### src/rtl/neuron_pkg.sv
// -----------------------------------------------------------------------------
// neuron_pkg
// Shared definitions for the neuron layer sequencer:
//   - default widths for data, neuron address, weight address, accumulator
//   - FSM state enum used by the sequencer
//   - sat_to_data: arithmetic shift plus clamp to a signed data width
// Optional feature macro used elsewhere in this slice: NEURON_RELU_EN.
// No ports (package).
// -----------------------------------------------------------------------------
package neuron_pkg;

  localparam int unsigned DATA_W_DEF    = 8;
  localparam int unsigned ADDR_W_DEF    = 8;
  localparam int unsigned WEIGHT_AW_DEF = 16;
  localparam int unsigned ACC_W_DEF     = 24;
  localparam int unsigned FRAC_BITS_DEF = 4;

  typedef enum logic [2:0] {
    StIdle,
    StIssue,
    StMac,
    StWrite,
    StNext,
    StDone
  } state_e;

  // Works on a 64-bit sign-extended accumulator so any ACC_W up to 64 fits;
  // the caller keeps the low data_w bits of the clamped result.
  function automatic logic signed [63:0] sat_to_data(input logic signed [63:0] acc,
                                                     input int unsigned frac_bits,
                                                     input int unsigned data_w);
    logic signed [63:0] shifted;
    logic signed [63:0] max_v;
    logic signed [63:0] min_v;
    shifted = acc >>> frac_bits;
    max_v   = (64'sd1 <<< (data_w - 1)) - 64'sd1;
    min_v   = -max_v - 64'sd1;
    if (shifted > max_v) begin
      sat_to_data = max_v;
    end else if (shifted < min_v) begin
      sat_to_data = min_v;
    end else begin
      sat_to_data = shifted;
    end
  endfunction

endpackage

### src/rtl/neuron_mac_unit.sv
// -----------------------------------------------------------------------------
// neuron_mac_unit
// Signed multiply-accumulate with synchronous clear and a rescaled, saturated
// output. With NEURON_RELU_EN defined, negative results are forced to 0.
// Ports:
//   clk, rst_n     clock, asynchronous active-low reset
//   i_clear        clear accumulator (priority over i_en)
//   i_en           accumulate i_act * i_wgt this cycle
//   i_act, i_wgt   signed activation and weight
//   o_result       sat(acc >>> FRAC_BITS), optionally ReLU'd
// -----------------------------------------------------------------------------
module neuron_mac_unit
  import neuron_pkg::*;
#(
  parameter int unsigned DATA_W    = DATA_W_DEF,
  parameter int unsigned ACC_W     = ACC_W_DEF,
  parameter int unsigned FRAC_BITS = FRAC_BITS_DEF
) (
  input  logic              clk,
  input  logic              rst_n,
  input  logic              i_clear,
  input  logic              i_en,
  input  logic [DATA_W-1:0] i_act,
  input  logic [DATA_W-1:0] i_wgt,
  output logic [DATA_W-1:0] o_result
);

  logic signed [ACC_W-1:0]    r_acc;
  logic signed [2*DATA_W-1:0] w_prod;
  logic signed [63:0]         w_sat;
  logic                       w_sat_unused;

  assign w_prod = $signed(i_act) * $signed(i_wgt);

  always_ff @(posedge clk or negedge rst_n) begin
    if (!rst_n) begin
      r_acc <= '0;
    end else if (i_clear) begin
      r_acc <= '0;
    end else if (i_en) begin
      r_acc <= r_acc + ACC_W'(w_prod);
    end
  end

  assign w_sat = sat_to_data(64'(r_acc), FRAC_BITS, DATA_W);

  // After the clamp the upper bits only replicate the sign.
  assign w_sat_unused = ^w_sat[63:DATA_W];

  always_comb begin
`ifdef NEURON_RELU_EN
    o_result = w_sat[63] ? '0 : w_sat[DATA_W-1:0];
`else
    o_result = w_sat[DATA_W-1:0];
`endif
  end

endmodule

### src/rtl/neuron_layer_sequencer.sv
// -----------------------------------------------------------------------------
// neuron_layer_sequencer
// Internal-side bus master that computes one fully connected layer per start:
// for each output neuron it reads in_count activations and weights, MACs them,
// rescales/saturates and writes the result back through the neuron arbiter.
// Optional feature: define NEURON_RELU_EN to write max(0, result).
// Ports:
//   clk, rst_n                       clock, asynchronous active-low reset
//   start                            one-cycle request, sampled in IDLE only
//   in_base/in_count                 input neuron window (latched on start)
//   out_base/out_count               output neuron window (latched on start)
//   neuron_read_address_int          read address to arbiter
//   neuron_read_data                 read data, valid 1 cycle after address
//   weight_address/weight_data       weight memory port, 1-cycle latency
//   neuron_write_address_int/_data_int/_enable_int   write port to arbiter
//   select_external                  1 = external master owns the bus
//   busy, done                       status; done is a one-cycle pulse
// -----------------------------------------------------------------------------
module neuron_layer_sequencer
  import neuron_pkg::*;
#(
  parameter int unsigned DATA_W    = DATA_W_DEF,
  parameter int unsigned ADDR_W    = ADDR_W_DEF,
  parameter int unsigned WEIGHT_AW = WEIGHT_AW_DEF,
  parameter int unsigned ACC_W     = ACC_W_DEF,
  parameter int unsigned FRAC_BITS = FRAC_BITS_DEF
) (
  input  logic                 clk,
  input  logic                 rst_n,
  input  logic                 start,
  input  logic [ADDR_W-1:0]    in_base,
  input  logic [ADDR_W-1:0]    in_count,
  input  logic [ADDR_W-1:0]    out_base,
  input  logic [ADDR_W-1:0]    out_count,
  output logic [ADDR_W-1:0]    neuron_read_address_int,
  input  logic [DATA_W-1:0]    neuron_read_data,
  output logic [WEIGHT_AW-1:0] weight_address,
  input  logic [DATA_W-1:0]    weight_data,
  output logic [ADDR_W-1:0]    neuron_write_address_int,
  output logic [DATA_W-1:0]    neuron_write_data_int,
  output logic                 neuron_write_enable_int,
  output logic                 select_external,
  output logic                 busy,
  output logic                 done
);

  state_e                r_state;
  logic [ADDR_W-1:0]     r_in_base;
  logic [ADDR_W-1:0]     r_in_count;
  logic [ADDR_W-1:0]     r_out_base;
  logic [ADDR_W-1:0]     r_out_count;
  logic [ADDR_W-1:0]     r_i;
  logic [ADDR_W-1:0]     r_j;
  logic [WEIGHT_AW-1:0]  r_wptr;
  logic [ADDR_W-1:0]     r_rd_addr;
  logic [WEIGHT_AW-1:0]  r_wt_addr;
  logic [ADDR_W-1:0]     r_wr_addr;
  logic                  r_we;
  logic                  r_busy;
  logic                  r_done;
  logic                  r_sel_ext;

  logic                  w_acc_clear;
  logic                  w_acc_en;
  logic [DATA_W-1:0]     w_result;

  assign w_acc_clear = ((r_state == StIdle) && start) || (r_state == StNext);
  assign w_acc_en    = (r_state == StMac);

  // Addresses are loaded on entry to ISSUE/WRITE so they are valid for the
  // whole state and zero elsewhere. Weight order comes from the running
  // pointer alone: row j starts where row j-1 ended.
  always_ff @(posedge clk or negedge rst_n) begin
    if (!rst_n) begin
      r_state     <= StIdle;
      r_in_base   <= '0;
      r_in_count  <= '0;
      r_out_base  <= '0;
      r_out_count <= '0;
      r_i         <= '0;
      r_j         <= '0;
      r_wptr      <= '0;
      r_rd_addr   <= '0;
      r_wt_addr   <= '0;
      r_wr_addr   <= '0;
      r_we        <= 1'b0;
      r_busy      <= 1'b0;
      r_done      <= 1'b0;
      r_sel_ext   <= 1'b1;
    end else begin
      r_rd_addr <= '0;
      r_wt_addr <= '0;
      r_wr_addr <= '0;
      r_we      <= 1'b0;
      r_done    <= 1'b0;
      unique case (r_state)
        StIdle: begin
          if (start) begin
            r_in_base   <= in_base;
            r_in_count  <= in_count;
            r_out_base  <= out_base;
            r_out_count <= out_count;
            r_i         <= '0;
            r_j         <= '0;
            r_wptr      <= '0;
            r_busy      <= 1'b1;
            r_sel_ext   <= 1'b0;
            if (out_count == '0) begin
              r_state <= StDone;
            end else begin
              r_state   <= StIssue;
              r_rd_addr <= in_base;
            end
          end
        end
        StIssue: begin
          if (r_in_count == '0) begin
            r_state   <= StWrite;
            r_we      <= 1'b1;
            r_wr_addr <= r_out_base + r_j;
          end else begin
            r_state <= StMac;
          end
        end
        StMac: begin
          r_wptr <= r_wptr + WEIGHT_AW'(1);
          r_i    <= r_i + ADDR_W'(1);
          if (r_i == r_in_count - ADDR_W'(1)) begin
            r_state   <= StWrite;
            r_we      <= 1'b1;
            r_wr_addr <= r_out_base + r_j;
          end else begin
            r_state   <= StIssue;
            r_rd_addr <= r_in_base + r_i + ADDR_W'(1);
            r_wt_addr <= r_wptr + WEIGHT_AW'(1);
          end
        end
        StWrite: begin
          r_state <= StNext;
        end
        StNext: begin
          r_i <= '0;
          r_j <= r_j + ADDR_W'(1);
          if (r_j == r_out_count - ADDR_W'(1)) begin
            r_state <= StDone;
          end else begin
            r_state   <= StIssue;
            r_rd_addr <= r_in_base;
            r_wt_addr <= r_wptr;
          end
        end
        StDone: begin
          r_done    <= 1'b1;
          r_busy    <= 1'b0;
          r_sel_ext <= 1'b1;
          r_state   <= StIdle;
        end
        default: begin
          r_state <= StIdle;
        end
      endcase
    end
  end

  neuron_mac_unit #(
    .DATA_W    (DATA_W),
    .ACC_W     (ACC_W),
    .FRAC_BITS (FRAC_BITS)
  ) u_mac (
    .clk      (clk),
    .rst_n    (rst_n),
    .i_clear  (w_acc_clear),
    .i_en     (w_acc_en),
    .i_act    (neuron_read_data),
    .i_wgt    (weight_data),
    .o_result (w_result)
  );

  assign neuron_read_address_int  = r_rd_addr;
  assign weight_address           = r_wt_addr;
  assign neuron_write_address_int = r_wr_addr;
  // Accumulator is stable during WRITE, so the gated combinational result is clean.
  assign neuron_write_data_int    = r_we ? w_result : '0;
  assign neuron_write_enable_int  = r_we;
  assign select_external          = r_sel_ext;
  assign busy                     = r_busy;
  assign done                     = r_done;

endmodule

### config.mk
export PLATFORM = sky130hd
export DESIGN_NAME = neuron_layer_sequencer
export DESIGN_NICKNAME = d
export VERILOG_FILES = /design/src/rtl/neuron_pkg.sv /design/src/rtl/neuron_mac_unit.sv /design/src/rtl/neuron_layer_sequencer.sv
export SDC_FILE = /design/constraint.sdc
export NUM_CORES = 1
export LEC_CHECK = 0
export BUFFER_PORTS_ARGS = -buffer_cell sky130_fd_sc_hd__buf_2
export CAP_MARGIN = 15
export CORE_ASPECT_RATIO = 1.2
export CORE_MARGIN = 1
export CORE_UTILIZATION = 25
export DETAILED_ROUTE_END_ITERATION = 7
export HOLD_SLACK_MARGIN = 0.02
export PLACE_DENSITY = 0.42
export SLEW_MARGIN = 20
export SYNTH_ARGS = -nofsm -noshare
export SYNTH_HDL_FRONTEND = slang
export SYNTH_SLANG_ARGS = --single-unit
export TNS_END_PERCENT = 10
### constraint.sdc
create_clock -name clk -period 12.33 [get_ports clk]
set_input_delay 1.233 -clock clk [delete_from_list [all_inputs] [get_ports clk]]
set_output_delay 1.233 -clock clk [all_outputs]
set_load 0.02 [all_outputs]
==> results.md <==
Floorplan:
- Pin placement for this block handled between 90 and 100 I/O pins.
- The floorplan step set the die width to 190 um.
- The region available for standard cell placement spans 41700 sq um.
- The die footprint is 43000 sq um.
- In this run the core area contains 82 standard-cell rows.
- For this configuration, the core starts out at a cell density of 25.3%.
- The overall die height is 227 um.

Pwr:
- In this run the power spent charging and discharging nets is 1610 uW.
- IR analysis of the VDD net gives a maximum drop of 106 uV.
- The internal power of the cells is 1800 uW.
- The power per unit of standard cell area is about 280 nW/um^2.
- The leakage power of the design is 0.00600 uW.
- The switching share of total power is 47.2%.
- After layout, the design draws a total of 3410 uW.
- The share of total power dissipated in the clock network is 16.5%.
- The combinational fraction of design power is 64.6%.
- The proportion of power drawn by flip-flops and latches is roughly a fifth.

Timing:
- The highest clock frequency the design can meet is 155 MHz.
- The final critical-path required period is 6450 ps.
- The max-slew violation count is 0.
- The actual transition at the worst max-transition pin is 1040 ps.
- The worst clock skew is 10.2 ps.
- The count of endpoints failing hold in the final timing report came to 0.
- The share of the clock period used by the worst path is between 50% and 60%.
- Setup repair after global routing left no endpoint under its margin.
- Measured against its own limit, the worst slew margin works out to a little under a third.
- Setup total negative slack on the finished layout was measured at 0 ps.
- Setup violations remaining at the end of the flow were counted as 0.

Drt:
- The number of design rule violations left after detail routing is 0.
- The detailed router finished its first iteration with 310 violations.
- The detailed-route wire length per cell is around 16 um.
- The number of nets still failing antenna checks after routing is 0.
- For this block, the routed nets add up to 27500 um of wire.
- The routed via count is 7949.
- The first TritonRoute pass finished after 4 iterations.
- The vias per cell is approximately 4.5.

Synthesis:
- The synthesis-stage register bit count is ~130.
- Of the synthesized area, sequential elements account for 30.1%.
- After technology mapping, the gate count stands at 1122.
- The number of nets in the synthesized netlist is roughly 1400.
- The most instantiated flip-flop cell in the synthesis netlist is dfrtp_1.
- The synthesized netlist occupies a cell area of 10600 sq um.
- The number of synthesized flops with an enable pin is 0.
- The yosys synthesis warning count is 0.
- The netlist uses between 60 and 70 different library cells.
- A synthesized cell averages roughly 9.4 sq um.
- In the synthesized netlist the async set-or-reset flop fraction comes to 100%.

Clocking:
- The clock reaches the later pin of the worst-skew pair after 430 ps.
- TritonCTS built the clock tree.
- The clock root buffer master is clkbuf_16.
- The maximum buffer depth of the clock tree is 2.
- TritonCTS created 17 clock buffers.
- The count of instances resized after the clock tree is built is 0.
- The clock-pin slew on the worst setup and hold paths is approximately 60 ps.
- The setup fix buffers added after clock tree synthesis is 0.
- The count of H-tree levels built during CTS is 4.
- The clock drives around 130 sinks.
- The hold buffer count at CTS is 0.

Setup path:
- At the worst endpoint, the arrival time is 6800 ps.
- STA puts the critical path data required time at around 13000 ps.
- The critical path is of the in -> reg type.
- The kind of end point of the critical path is a register.
- The worst setup path is launched from an input port.
- The biggest fanout along the worst timing path is 17.

Placed design:
- Routability-driven placement finished with a final weighted congestion of slightly above 0.8.
- The placed instances occupy a cell area of 11600 sq um.
- Summed over all nets, the half-perimeter wirelength after detailed placement is 20700 um.
- During placement, the flow inserted port buffers numbering 94.

Final layout:
- In the layout the commonest cells are 164 x nand2_1, 126 x dfrtp_1, 119 x inv_1.
- Cells fill between 20 and 30% of the core in the end.
- The share of final-layout standard cells stronger than drive strength 1 is 12.0%.
- The final-stage net count is ~1400.
- The number of antenna diodes in the final layout is 0.
- The relative area change from synthesis to final layout is 16.3%.
- After routing the design area is 12300 sq um.
- The most common library cell in the layout ignoring fill and taps is nand2_1.

Global routing:
- In the global route stage, overall resource usage came out at 13.7%.
- The largest net degree at the start of global routing is between 80 and 90.
- The via count of the first global-routing pass is 8712.
- The first-pass GRT wire length is 46600 um.
- Global routing finished with a remaining overflow of 0.
- The initial antenna violation count was 0.

Run:
- Across the run, the number of max-cap violations was 0.

Hold path:
- The classification of the worst-slack hold path is reg -> reg.

Run status:
- The flow ran to the end, and the final reports show no timing, DRC or antenna violations.
-- final timing paths --
| check | start | endpoint | slack [ps] | cells after the start |
|---|---|---|---|---|
| max in group asynchronous | rst_n | r_wptr[8] | 10310 | 2 |
| max reg2reg | u_mac.r_acc[6] | u_mac.r_acc[19] | 7280 | 17 |
| max | weight_data[0] | u_mac.r_acc[21] | 5880 | 17 |
| min in group asynchronous | rst_n | r_in_base[4] | 890 | 1 |
| min reg2reg | r_out_base[2] | r_out_base[2] | 490 | 2 |
| min | r_out_base[2] | r_out_base[2] | 490 | 2 |
-- through the flow --
step / setup slack, ps / hold slack [ps] / cells
finish: 5880 / 485 / 1763
global route: 5410 / 513 / 1763
global placement: 5440 / 472 / 1731
CTS: 5790 / 490 / 1763
detailed placement: 5370 / 474 / 1731
floorplan: 6300 / 452 / 1122
-- area by class of cell --
cell class | instances | area [sq um]
Sequential cell | 127 | 3180
Tap cell | 546 | 683
Fill cell | 4509 | 29400
Clock buffer | 20 | 467
Clock inverter | 12 | 181
Multi-Input combinational cell | 839 | 6790
Inverter | 120 | 450
Timing Repair Buffer | 99 | 514
-- synth_stat cells (3+ instances only) --
| master | number | area share [%] |
|---|---|---|
| a32oi_1 | 5 | 0.42 |
| and3_1 | 13 | 0.77 |
| xor2_1 | 23 | 1.9 |
| nor2_1 | 67 | 2.4 |
| nand4b_1 | 3 | 0.25 |
| a21oi_1 | 34 | 1.6 |
| fa_1 | 106 | 20 |
| buf_1 | 3 | 0.11 |
| nor3_1 | 17 | 0.81 |
| o211ai_1 | 3 | 0.21 |
| o21ai_1 | 6 | 0.28 |
| a22o_1 | 9 | 0.75 |
| o2111ai_1 | 3 | 0.25 |
| a31oi_1 | 25 | 1.5 |
| o21ai_0 | 74 | 3.5 |
| nand3b_1 | 4 | 0.28 |
| a211oi_1 | 5 | 0.36 |
| nand2_1 | 164 | 5.8 |
| o21bai_1 | 6 | 0.43 |
| xnor2_1 | 28 | 2.3 |
| nor2b_1 | 10 | 0.59 |
| dfrtp_1 | 126 | 30 |
| and2_1 | 42 | 2.5 |
| o21a_1 | 5 | 0.36 |
| a21o_1 | 8 | 0.57 |
| inv_1 | 119 | 4.2 |
| o31ai_1 | 20 | 1.4 |
| nor4_1 | 10 | 0.59 |
| ha_1 | 74 | 8.8 |
| mux2i_1 | 5 | 0.47 |
| nand3_1 | 17 | 0.81 |
| and4_1 | 3 | 0.25 |
| clkbuf_1 | 29 | 1.0 |
| nand2b_1 | 11 | 0.65 |
| nand4_1 | 11 | 0.65 |
-- power groups by stage --
| stage | Combinational, uW | Sequential [uW] | Clock (uW) |
|---|---|---|---|
| 2_1_floorplan | 1690 | 630 | 0 |
| 3_5_place_dp | 2230 | 653 | 0 |
| 3_3_place_gp | 2240 | 653 | 0 |
| 5_1_grt | 2560 | 666 | 592 |
| 4_1_cts | 2260 | 647 | 581 |
| 6_report | 2200 | 645 | 561 |
-- worst max-delay path, cell delays in order --
cell and delay [ps]:
buf_2 160, and2_1 790, inv_1 160, fa_1 540, inv_1 50, fa_1 530
fa_1 450, fa_1 580, fa_1 430, ha_1 340, o21ai_0 110, nor2_1 170
o31ai_1 140, o31ai_1 560, a22oi_1 210, xor2_1 180, o21ai_0 140
-- per-layer routing --
metal  vias up  global-route usage [%]  part of all wire [%]
li1       3940                       -                     -
met1      3883                    18.2                    48
met2       105                    23.4                    49
met3        21                    1.93                   2.5
met4         0                    3.59                   1.2
met5         -                       0                     0
-- cells by family after synthesis --
logic type	synth area share, %
simple gates	17.0
fa+ha+maj	28.9
mux	0.688
xor+xnor	4.23
compound gates	13.4
flops	30.1
buf+inv	5.72
-- state kept, by name (all words and copies together), names as in the netlist --
register,count
r_state,3
neuron_write_address_int,8
weight_address,16
r_j,8
neuron_write_enable_int,1
r_out_base,8
select_external,1
neuron_read_address_int,8
r_in_count,8
done,1
u_mac.r_acc,24
busy,1
r_wptr,16
r_i,8
r_in_base,8
r_out_count,8
Power figures use the tool's default switching activity.
